==> config.mk <==
export PLATFORM = sky130hd
export DESIGN_NAME = pipe_ctrl
export DESIGN_NICKNAME = d
export VERILOG_FILES = /design/src/rtl/pipe_ctrl.sv
export SDC_FILE = /design/constraint.sdc
export NUM_CORES = 1
export LEC_CHECK = 0
export CAP_MARGIN = 20
export CORE_MARGIN = 4
export CORE_UTILIZATION = 39
export DETAILED_ROUTE_END_ITERATION = 10
export GPL_ROUTABILITY_DRIVEN = 0
export HOLD_SLACK_MARGIN = 0.05
export PLACE_DENSITY_LB_ADDON = 0.3
export SLEW_MARGIN = 0
export SYNTH_ARGS = -nofsm -noshare
export SYNTH_HDL_FRONTEND = slang
export SYNTH_SLANG_ARGS = --single-unit
==> constraint.sdc <==
create_clock -name clk -period 1.51 [get_ports clk]
set_input_delay 0.302 -clock clk [delete_from_list [all_inputs] [get_ports clk]]
set_output_delay 0.302 -clock clk [all_outputs]
set_load 0.02 [all_outputs]
==> src/rtl/pipe_ctrl.sv <==
// -----------------------------------------------------------------------------
// pipe_ctrl -- hazard / stall / flush controller for a 5-stage pipeline.
//
// Purpose:
//   Generates the PC and pipeline-register write enables and the bubble
//   (flush) controls from a small FSM (BOOT, RUN, MEMWAIT, HALT, ERR) and the
//   hazard inputs from decode, execute, memory and writeback.
//   All control outputs are combinational from the current state and inputs.
//   MEMWAIT runs an 8-bit watchdog. When the watchdog expires, the FSM goes
//   to the terminal ERR state.
//
// Ports:
//   clk          in   1   pipeline clock, rising edge
//   rst          in   1   asynchronous active-low reset
//   id_rs/id_rt  in   4   decode source register numbers
//   id_uses_rs/rt in  1   decode instruction reads rs / rt
//   ex_lw        in   1   execute instruction is a load word
//   ex_rd        in   4   execute destination register
//   ex_br_taken  in   1   execute branch/jump resolved taken
//   mem_busy     in   1   data memory not ready
//   wb_hlt       in   1   halt instruction in writeback
//   pc_we, if_id_we, id_ex_we, ex_mem_we, mem_wb_we  out 1  write enables
//   if_id_flush, id_ex_flush                         out 1  bubble loads
//   halted, err  out  1   status (HALT / ERR state)
//   ctrl_state   out  3   BOOT=0 RUN=1 MEMWAIT=2 HALT=3 ERR=4
//
// Optional feature (macro PIPE_CTRL_PERF_EN):
//   Adds the saturating 16-bit outputs stall_cnt and flush_cnt.
// -----------------------------------------------------------------------------
module pipe_ctrl (
  input  logic       clk,
  input  logic       rst,
  input  logic [3:0] id_rs,
  input  logic [3:0] id_rt,
  input  logic       id_uses_rs,
  input  logic       id_uses_rt,
  input  logic       ex_lw,
  input  logic [3:0] ex_rd,
  input  logic       ex_br_taken,
  input  logic       mem_busy,
  input  logic       wb_hlt,
  output logic       pc_we,
  output logic       if_id_we,
  output logic       id_ex_we,
  output logic       ex_mem_we,
  output logic       mem_wb_we,
  output logic       if_id_flush,
  output logic       id_ex_flush,
  output logic       halted,
  output logic       err,
  output logic [2:0] ctrl_state
`ifdef PIPE_CTRL_PERF_EN
  ,
  output logic [15:0] stall_cnt,
  output logic [15:0] flush_cnt
`endif
);

  typedef enum logic [2:0] {
    ST_BOOT    = 3'd0,
    ST_RUN     = 3'd1,
    ST_MEMWAIT = 3'd2,
    ST_HALT    = 3'd3,
    ST_ERR     = 3'd4
  } state_t;

  state_t     state_r;
  state_t     state_nxt_s;
  logic [7:0] wd_r;
  logic [7:0] wd_nxt_s;
  logic       load_use_s;
  logic       run_rules_s;

  // Load-use hazard: register 0 is hard-wired, so a load into it never stalls.
  assign load_use_s = ex_lw && (ex_rd != 4'd0) &&
                      ((id_uses_rs && (id_rs == ex_rd)) ||
                       (id_uses_rt && (id_rt == ex_rd)));

  // RUN rules also apply in the MEMWAIT cycle where memory becomes ready.
  assign run_rules_s = (state_r == ST_RUN) ||
                       ((state_r == ST_MEMWAIT) && !mem_busy);

  // Next-state, watchdog and write-enable/flush decode.
  always_comb begin
    state_nxt_s = state_r;
    wd_nxt_s    = wd_r;
    pc_we       = 1'b0;
    if_id_we    = 1'b0;
    id_ex_we    = 1'b0;
    ex_mem_we   = 1'b0;
    mem_wb_we   = 1'b0;
    if_id_flush = 1'b0;
    id_ex_flush = 1'b0;
    case (state_r)
      ST_BOOT: begin
        state_nxt_s = ST_RUN;
        wd_nxt_s    = 8'd0;
      end
      ST_RUN, ST_MEMWAIT: begin
        if (!run_rules_s) begin
          // Still waiting on memory: everything frozen, watchdog counting.
          if (wd_r == 8'd255) begin
            state_nxt_s = ST_ERR;
          end else begin
            wd_nxt_s = wd_r + 8'd1;
          end
        end else if (wb_hlt) begin
          state_nxt_s = ST_HALT;
          wd_nxt_s    = 8'd0;
        end else if (mem_busy) begin
          // A taken branch seen here stays in execute (frozen) and is
          // serviced on the first non-busy cycle.
          state_nxt_s = ST_MEMWAIT;
          wd_nxt_s    = 8'd1;
        end else if (ex_br_taken) begin
          state_nxt_s = ST_RUN;
          wd_nxt_s    = 8'd0;
          pc_we       = 1'b1;
          if_id_we    = 1'b1;
          id_ex_we    = 1'b1;
          ex_mem_we   = 1'b1;
          mem_wb_we   = 1'b1;
          if_id_flush = 1'b1;
          id_ex_flush = 1'b1;
        end else if (load_use_s) begin
          // Hold PC and IF/ID, inject a bubble into ID/EX; the load moves on.
          state_nxt_s = ST_RUN;
          wd_nxt_s    = 8'd0;
          id_ex_we    = 1'b1;
          ex_mem_we   = 1'b1;
          mem_wb_we   = 1'b1;
          id_ex_flush = 1'b1;
        end else begin
          state_nxt_s = ST_RUN;
          wd_nxt_s    = 8'd0;
          pc_we       = 1'b1;
          if_id_we    = 1'b1;
          id_ex_we    = 1'b1;
          ex_mem_we   = 1'b1;
          mem_wb_we   = 1'b1;
        end
      end
      ST_HALT: begin
        state_nxt_s = ST_HALT;
      end
      ST_ERR: begin
        state_nxt_s = ST_ERR;
      end
      default: begin
        // Illegal encoding: park in the safe terminal error state.
        state_nxt_s = ST_ERR;
      end
    endcase
  end

  // State and watchdog registers.
  always_ff @(posedge clk or negedge rst) begin
    if (!rst) begin
      state_r <= ST_BOOT;
      wd_r    <= 8'd0;
    end else begin
      state_r <= state_nxt_s;
      wd_r    <= wd_nxt_s;
    end
  end

  assign ctrl_state = state_r;
  assign halted     = (state_r == ST_HALT);
  assign err        = (state_r == ST_ERR);

`ifdef PIPE_CTRL_PERF_EN
  logic [15:0] stall_cnt_r;
  logic [15:0] flush_cnt_r;
  logic        stall_inc_s;
  logic        flush_inc_s;

  assign stall_inc_s = ((state_r == ST_RUN) || (state_r == ST_MEMWAIT)) && !pc_we;
  assign flush_inc_s = run_rules_s && if_id_flush;

  // Saturating performance counters.
  always_ff @(posedge clk or negedge rst) begin
    if (!rst) begin
      stall_cnt_r <= 16'd0;
      flush_cnt_r <= 16'd0;
    end else begin
      if (stall_inc_s && (stall_cnt_r != 16'hFFFF)) begin
        stall_cnt_r <= stall_cnt_r + 16'd1;
      end
      if (flush_inc_s && (flush_cnt_r != 16'hFFFF)) begin
        flush_cnt_r <= flush_cnt_r + 16'd1;
      end
    end
  end

  assign stall_cnt = stall_cnt_r;
  assign flush_cnt = flush_cnt_r;
`endif

endmodule

; Word-level counts from Yosys, hierarchy flattened
; Index checks and enable logic that the tools add are counted.
[op_classes]
n_addsub = 1
eq_ne = 9
mux = 31
reduce_logical = 13
[ops]
columns = cell, count
row1 = $mux 1, 23
row2 = $mux 8, 2
row3 = $pmux 8 s2, 1
row4 = $pmux 3 s3, 1
row5 = $add 8x1->8 const B, 1
row6 = $eq 4x4->1, 2
row7 = $eq 8x8->1 const B, 1
row8 = $eq 3x2->1 const B, 2
row9 = $mux 3, 2
row10 = $ne 3x3->1 const B, 2
row11 = $logic_and 1x1->1, 5
row12 = $mux 2, 2
row13 = $reduce_bool 4->1, 1
row14 = $eq 3x1->1 const B, 1
row15 = $eq 3x3->1 const B, 1
row16 = $logic_not 3->1, 1
row17 = $logic_or 1x1->1, 2
row18 = $reduce_and 2->1, 1
row19 = $reduce_bool 2->1, 1
row20 = $reduce_or 2->1, 1
row21 = $logic_not 1->1, 1
[word_totals]
regBits = 11
inputBits = 20
output_inout_bits = 12
elab_cells = 56

; Logic depth before layout (Yosys ltp)
[depth]
depth_word = 10
ltp_mapped = 7
depth_no_buf = 6

; Least setup slack after synthesis
; No wires, ideal clock.
[synth_path]
path_kind = reg-to-output
start = reg state_r[1], in the netlist ctrl_state[1]
end = out pc_we
t_arrival_ps = 1857
required_time_ps = 1208
path_slack_ps = -649
stages_incl_launch_ff = 6
n_path_buf = 2
path_cell_list = dfrtp_1 > buf_6 > nand2b_4 > a2111oi_4 > o21a_1 > buf_4
[synth_between]
elab_chain_cells = 5
word_cells_on_any_way = 7
classes_between = eq/ne (2) / mux (2) / reduce/logical (3)
[synth_lines]
columns = element, line
row1 = from (decl), 67  ; state_t state_r;
row2 = from (signal assigned), 162  ; state_r <= state_nxt_s;
row3 = $eq 3x2->1, --
row4 = $logic_and 1x1->1, 81  ; ((state_r == ST_MEMWAIT) && !mem_busy);
row5 = $logic_or 1x1->1, 80  ; assign run_rules_s = (state_r == ST_RUN) ||
row6 = $mux 1, --
row7 = $mux 1 (*), --
row8 = to (decl), 42  ; output logic pc_we,
; Mark *: on every way between the ends. The rest lies on a longest branch, timed or not.

; Worst setup path after layout
[layout_path]
start = reg state_r[1], in the netlist ctrl_state[1]
end = out id_ex_flush
[layout_between]
elab_chain_cells = 5
word_cells_on_any_way = 7
classes_between = eq/ne (2) / mux (2) / reduce/logical (3)
[layout_lines]
columns = element, line
row1 = $eq 3x2->1, "81, 94"
row2 = $logic_and 1x1->1, 81
row3 = $logic_or 1x1->1, 80
row4 = $mux 1, 100  ; if (!run_rules_s) begin
row5 = $mux 1 (*), 94  ; case (state_r)
row6 = to (decl), 48  ; output logic id_ex_flush,
; Marks and branches as above.

==> results.md <==
Run status:
- The run finished, with violations left.
- The final reports fail on setup timing.

Detailed routing:
- The antenna violation net count after detailed routing is 0.
- Dividing the detail-routed wire length by the instance count gives 14.07 um.
- Summing over every cut layer, the via total after detailed routing is 885.
- For this run, design rule violations remaining after detail routing come to 0.
- Using the TritonRoute via totals, the vias-per-cell ratio works out to 5.175.
- The first routing iteration left 23 violations.
- The post-detailed-routing wire length is 2406 um.
- The first detailed-routing pass took 4 iterations.

Synthesis:
- The portion of synthesized area spent on multiplexers is 0.
- The unique cell type count in the Yosys netlist is 33.
- Yosys mapped a number of flops with a built-in enable equal to 0.
- The synthesized area divided by synthesized cell count is 8.784 um2.
- The synthesized net count is 117.
- The commonest cells after synthesis are 11 x sky130_fd_sc_hd__dfrtp_1, 11 x sky130_fd_sc_hd__nor2_1, 6 x sky130_fd_sc_hd__nand2_1, 6 x sky130_fd_sc_hd__nand3_1, 6 x sky130_fd_sc_hd__xor2_1.
- By area the synthesized netlist is led by sky130_fd_sc_hd__dfrtp_1 33%, sky130_fd_sc_hd__xor2_1 6.2%, sky130_fd_sc_hd__nand2b_4 4.9%.
- The most used flip-flop cell after synthesis is sky130_fd_sc_hd__dfrtp_1.
- The leading area contributor after synthesis is sky130_fd_sc_hd__dfrtp_1.
- The Yosys step of the flow raised 0 warnings.
- The share of synthesized registers carrying an async set or reset is 1.000.
- The xor-xnor portion of the synthesized cell area is 0.09347.
- The adder-cell area share of the yosys netlist is 0.01484.
- The complex-gate fraction of the synthesized area came to 0.2507.
- After synthesis, the largest family of logic cells by area is compound AO/OA/AOI/OAI gates.
- The gate count of the mapped netlist is 96.
- The total standard cell area after synthesis is 843.3 um2.
- In this run, synthesis produced a sequential element count of 11.
- Of the post-synthesis cell area, the dominant cell type holds 0.3264.
- The simple-gate share of the synthesized area is 0.2300.
- The sequential share of the synthesized area is 0.3264.

Placement:
- The standard cell area after detailed placement is 1269 um2.
- The HPWL after detailed placement is 1729 um.
- The number of port buffers is 31.

Finish:
- Once layout is complete, the utilization of the core stands at 0.6806.
- The post-route standard cell area excluding fillers is 1363 um2.
- The share of post-route cells with drive strength above 1 is 0.3542.
- The layout filler cell count is 167.
- 0 antenna diodes ended up in the layout.
- For this run, the post-layout net count is 166.
- From synthesis to final layout, the design area changed by 61.57%.

Critical path:
- The class of the most critical setup path is reg2out.
- The data required time at the worst endpoint is 1.21 ns.
- The critical-path cell with the highest stage delay is sky130_fd_sc_hd__dfrtp_2.
- The worst setup path is launched from a register.
- The highest net fanout along the worst path is 4.
- Walking the worst path, the cells encountered are nand2b_4 -> a2111oi_4 -> a21boi_2 -> buf_6.
- Data on the critical path arrives at its endpoint at 1.63 ns.
- The maximum cell stage delay along the critical path is 0.42 ns.
- STA classifies the critical path endpoint as an output port.

Clock network:
- The clock drives 11 sinks.
- Counting along the longest clock path gives a buffer depth of 2.
- The number of buffers added by the clock tree synthesis step is 3.
- The clock root buffer is sky130_fd_sc_hd__clkbuf_4.
- After clock tree synthesis, the clock-pin slew on the worst setup and hold paths is 0.08 ns.
- Clock latency on the worst-skew pair, taken at its later pin, is 0.28 ns.
- In this run the number of H-tree levels came out at 1.
- TritonCTS built the clock tree.

STA:
- The final count of pins violating max slew is 0.
- The post-route setup TNS is -2.745 ns.
- The actual transition at the worst max-transition pin is 0.3463 ns.
- In the post-route analysis, the smallest setup slack over all paths is -0.4189 ns.
- Counting I/O delays and the setup requirement, the final critical path takes 1.929 ns.
- The maximum achievable frequency is 0.5184 GHz.
- Setup repair after global routing could not meet its margin everywhere.
- The worst relative slew slack is 0.7670.
- The final count of hold timing violations is 0.
- Dividing the final minimum period by the clock period gives 1.277.
- Setup violations remaining at the end of the flow were counted as 8.
- Between clock sinks in the finished design, the worst skew comes to 0.001139 ns.

Global route:
- The wire length of the first global-routing pass is 3608 um.
- Entering global routing, the biggest net connects 12 pins.
- Summed over all layers, the global routing overflow is 0.
- The overall fraction of global-route tracks in use is 0.1688.
- The initial antenna violation count is 0.
- The via count of the first global-routing pass is 819.

Power:
- The total power consumption of the routed design is 665.2 uW.
- The worst-case IR drop observed on VDD is 0.4578 mV.
- Power spread over the standard cell area amounts to 488.2 nW/um2.
- In this run the static leakage power is 0.0005924 uW.

Floorplanning:
- From left edge to right edge, the die measures 54.50 um.
- The die is 54.50 um tall.
- The die covers 2970 um2.
- Row generation in the floorplan step produced 16 rows.
- For this configuration, the core starts out at a cell density of 0.4213.
- After floorplanning, the core was sized to cover 2002 um2.
- During I/O placement, the number of pins put on the boundary was 32.

Flow run:
- The count of max-cap constraint violations is 0.

Min path:
- The worst min-delay path class is in2async.
==> worst max-delay path: cells and delay by family (launching register included) <==
family          cells  cell delay (ns)
flops               1             0.42
compound gates      2             0.64
buf+inv             1             0.13
simple gates        1             0.15
==> layout by cell type (no fill, tap or decap), types with 2 or more instances in the layout <==
cell type                         synthesis  layout
sky130_fd_sc_hd__a21o_1                   2       2
sky130_fd_sc_hd__inv_1                    5       5
sky130_fd_sc_hd__clkbuf_4                 0       3
sky130_fd_sc_hd__clkdlybuf4s50_1          0       8
sky130_fd_sc_hd__o21ai_2                  1       2
sky130_fd_sc_hd__dlygate4sd2_1            0      12
sky130_fd_sc_hd__nor2_1                  11      10
sky130_fd_sc_hd__nand3_1                  6       5
sky130_fd_sc_hd__dfrtp_2                  0       2
sky130_fd_sc_hd__o21ai_0                  5       4
sky130_fd_sc_hd__dfrtp_1                 11       9
sky130_fd_sc_hd__xnor2_1                  3       3
sky130_fd_sc_hd__a21oi_1                  4       4
sky130_fd_sc_hd__a31oi_4                  0       2
sky130_fd_sc_hd__nand4_1                  2       2
sky130_fd_sc_hd__buf_2                    0       3
sky130_fd_sc_hd__nor3_1                   4       4
sky130_fd_sc_hd__nand2_1                  6       6
sky130_fd_sc_hd__nand2b_4                 3       3
sky130_fd_sc_hd__buf_6                    2       7
sky130_fd_sc_hd__xor2_1                   6       6
sky130_fd_sc_hd__buf_4                    4      17
==> logic make-up (layout without fill, tap and decap cells) <==
group                      after synthesis  in the layout
xor gates and xnor gates                 9              9
buffers and inverters                   11             59
adders and majority gates                1              1
AOI/OAI and AO/OA                       28             28
and+or+nand+nor                         36             36
DFF                                     11             11
==> through the flow <==
| stage | hold slack [ns] | setup slack, ns | instances |
|---|---|---|---|
| 2_1_floorplan | 0.006409 | -0.5008 | 96 |
| 3_3_place_gp | 0.5015 | -0.9588 | 163 |
| 3_5_place_dp | 0.5045 | -0.9887 | 163 |
| 4_1_cts | 0.3268 | -0.4263 | 169 |
| 5_1_grt | 0.3379 | -0.5127 | 171 |
| 6_report | 0.3157 | -0.4189 | 171 |
==> layer usage <==
layer / wire [um] / vias to the layer above / GRT usage
li1: - / 437 / -
met1: 932 / 414 / 0.1960
met2: 1261 / 27 / 0.2869
met3: 155 / 7 / 0.03542
met4: 57 / 0 / 0.09129
met5: 0 / - / 0
==> layout make-up <==
type	instances	area, um2	area share
Timing Repair Buffer	50	449.2	0.3297
Tap cell	27	33.78	0.02479
Inverter	5	18.77	0.01377
Sequential cell	11	277.8	0.2039
Clock buffer	4	26.28	0.01928
Multi-Input combinational cell	74	556.8	0.4086
==> power breakdown <==
group / switching (uW) / leakage, uW / internal (uW)
registers: 10.1 / 0.000140 / 304
logic: 55.5 / 0.000437 / 76.6
clock network: 116 / 0.0000150 / 103
==> sequential cells by signal, indices dropped and copies added, names as in the netlist <==
register    flops
wd_r            8
ctrl_state      3
==> final timing paths <==
| kind | startpoint | to | slack (ns) | depth (start not counted) |
|---|---|---|---|---|
| setup / recovery | ctrl_state[1] | id_ex_flush | -0.42 | 4 |
| hold / removal | rst | wd_r[6] | 0.32 | 2 |
| setup reg to reg | wd_r[1] | wd_r[0] | 0.05 | 6 |
| hold reg to reg | wd_r[4] | wd_r[4] | 0.52 | 1 |
| max in group asynchronous | rst | ctrl_state[0] | 1.03 | 2 |
| min in group clk | mem_busy | ctrl_state[0] | 0.44 | 3 |
==> timing repair <==
item,in CTS,in global routing
hold buffers,0,0
setup buffers,2,2
gates resized for setup,62,14
cloned,0,0
endpoints found under the setup margin,17,17
pin swaps,8,4
Note: power is estimated with default switching activity, not from simulation.
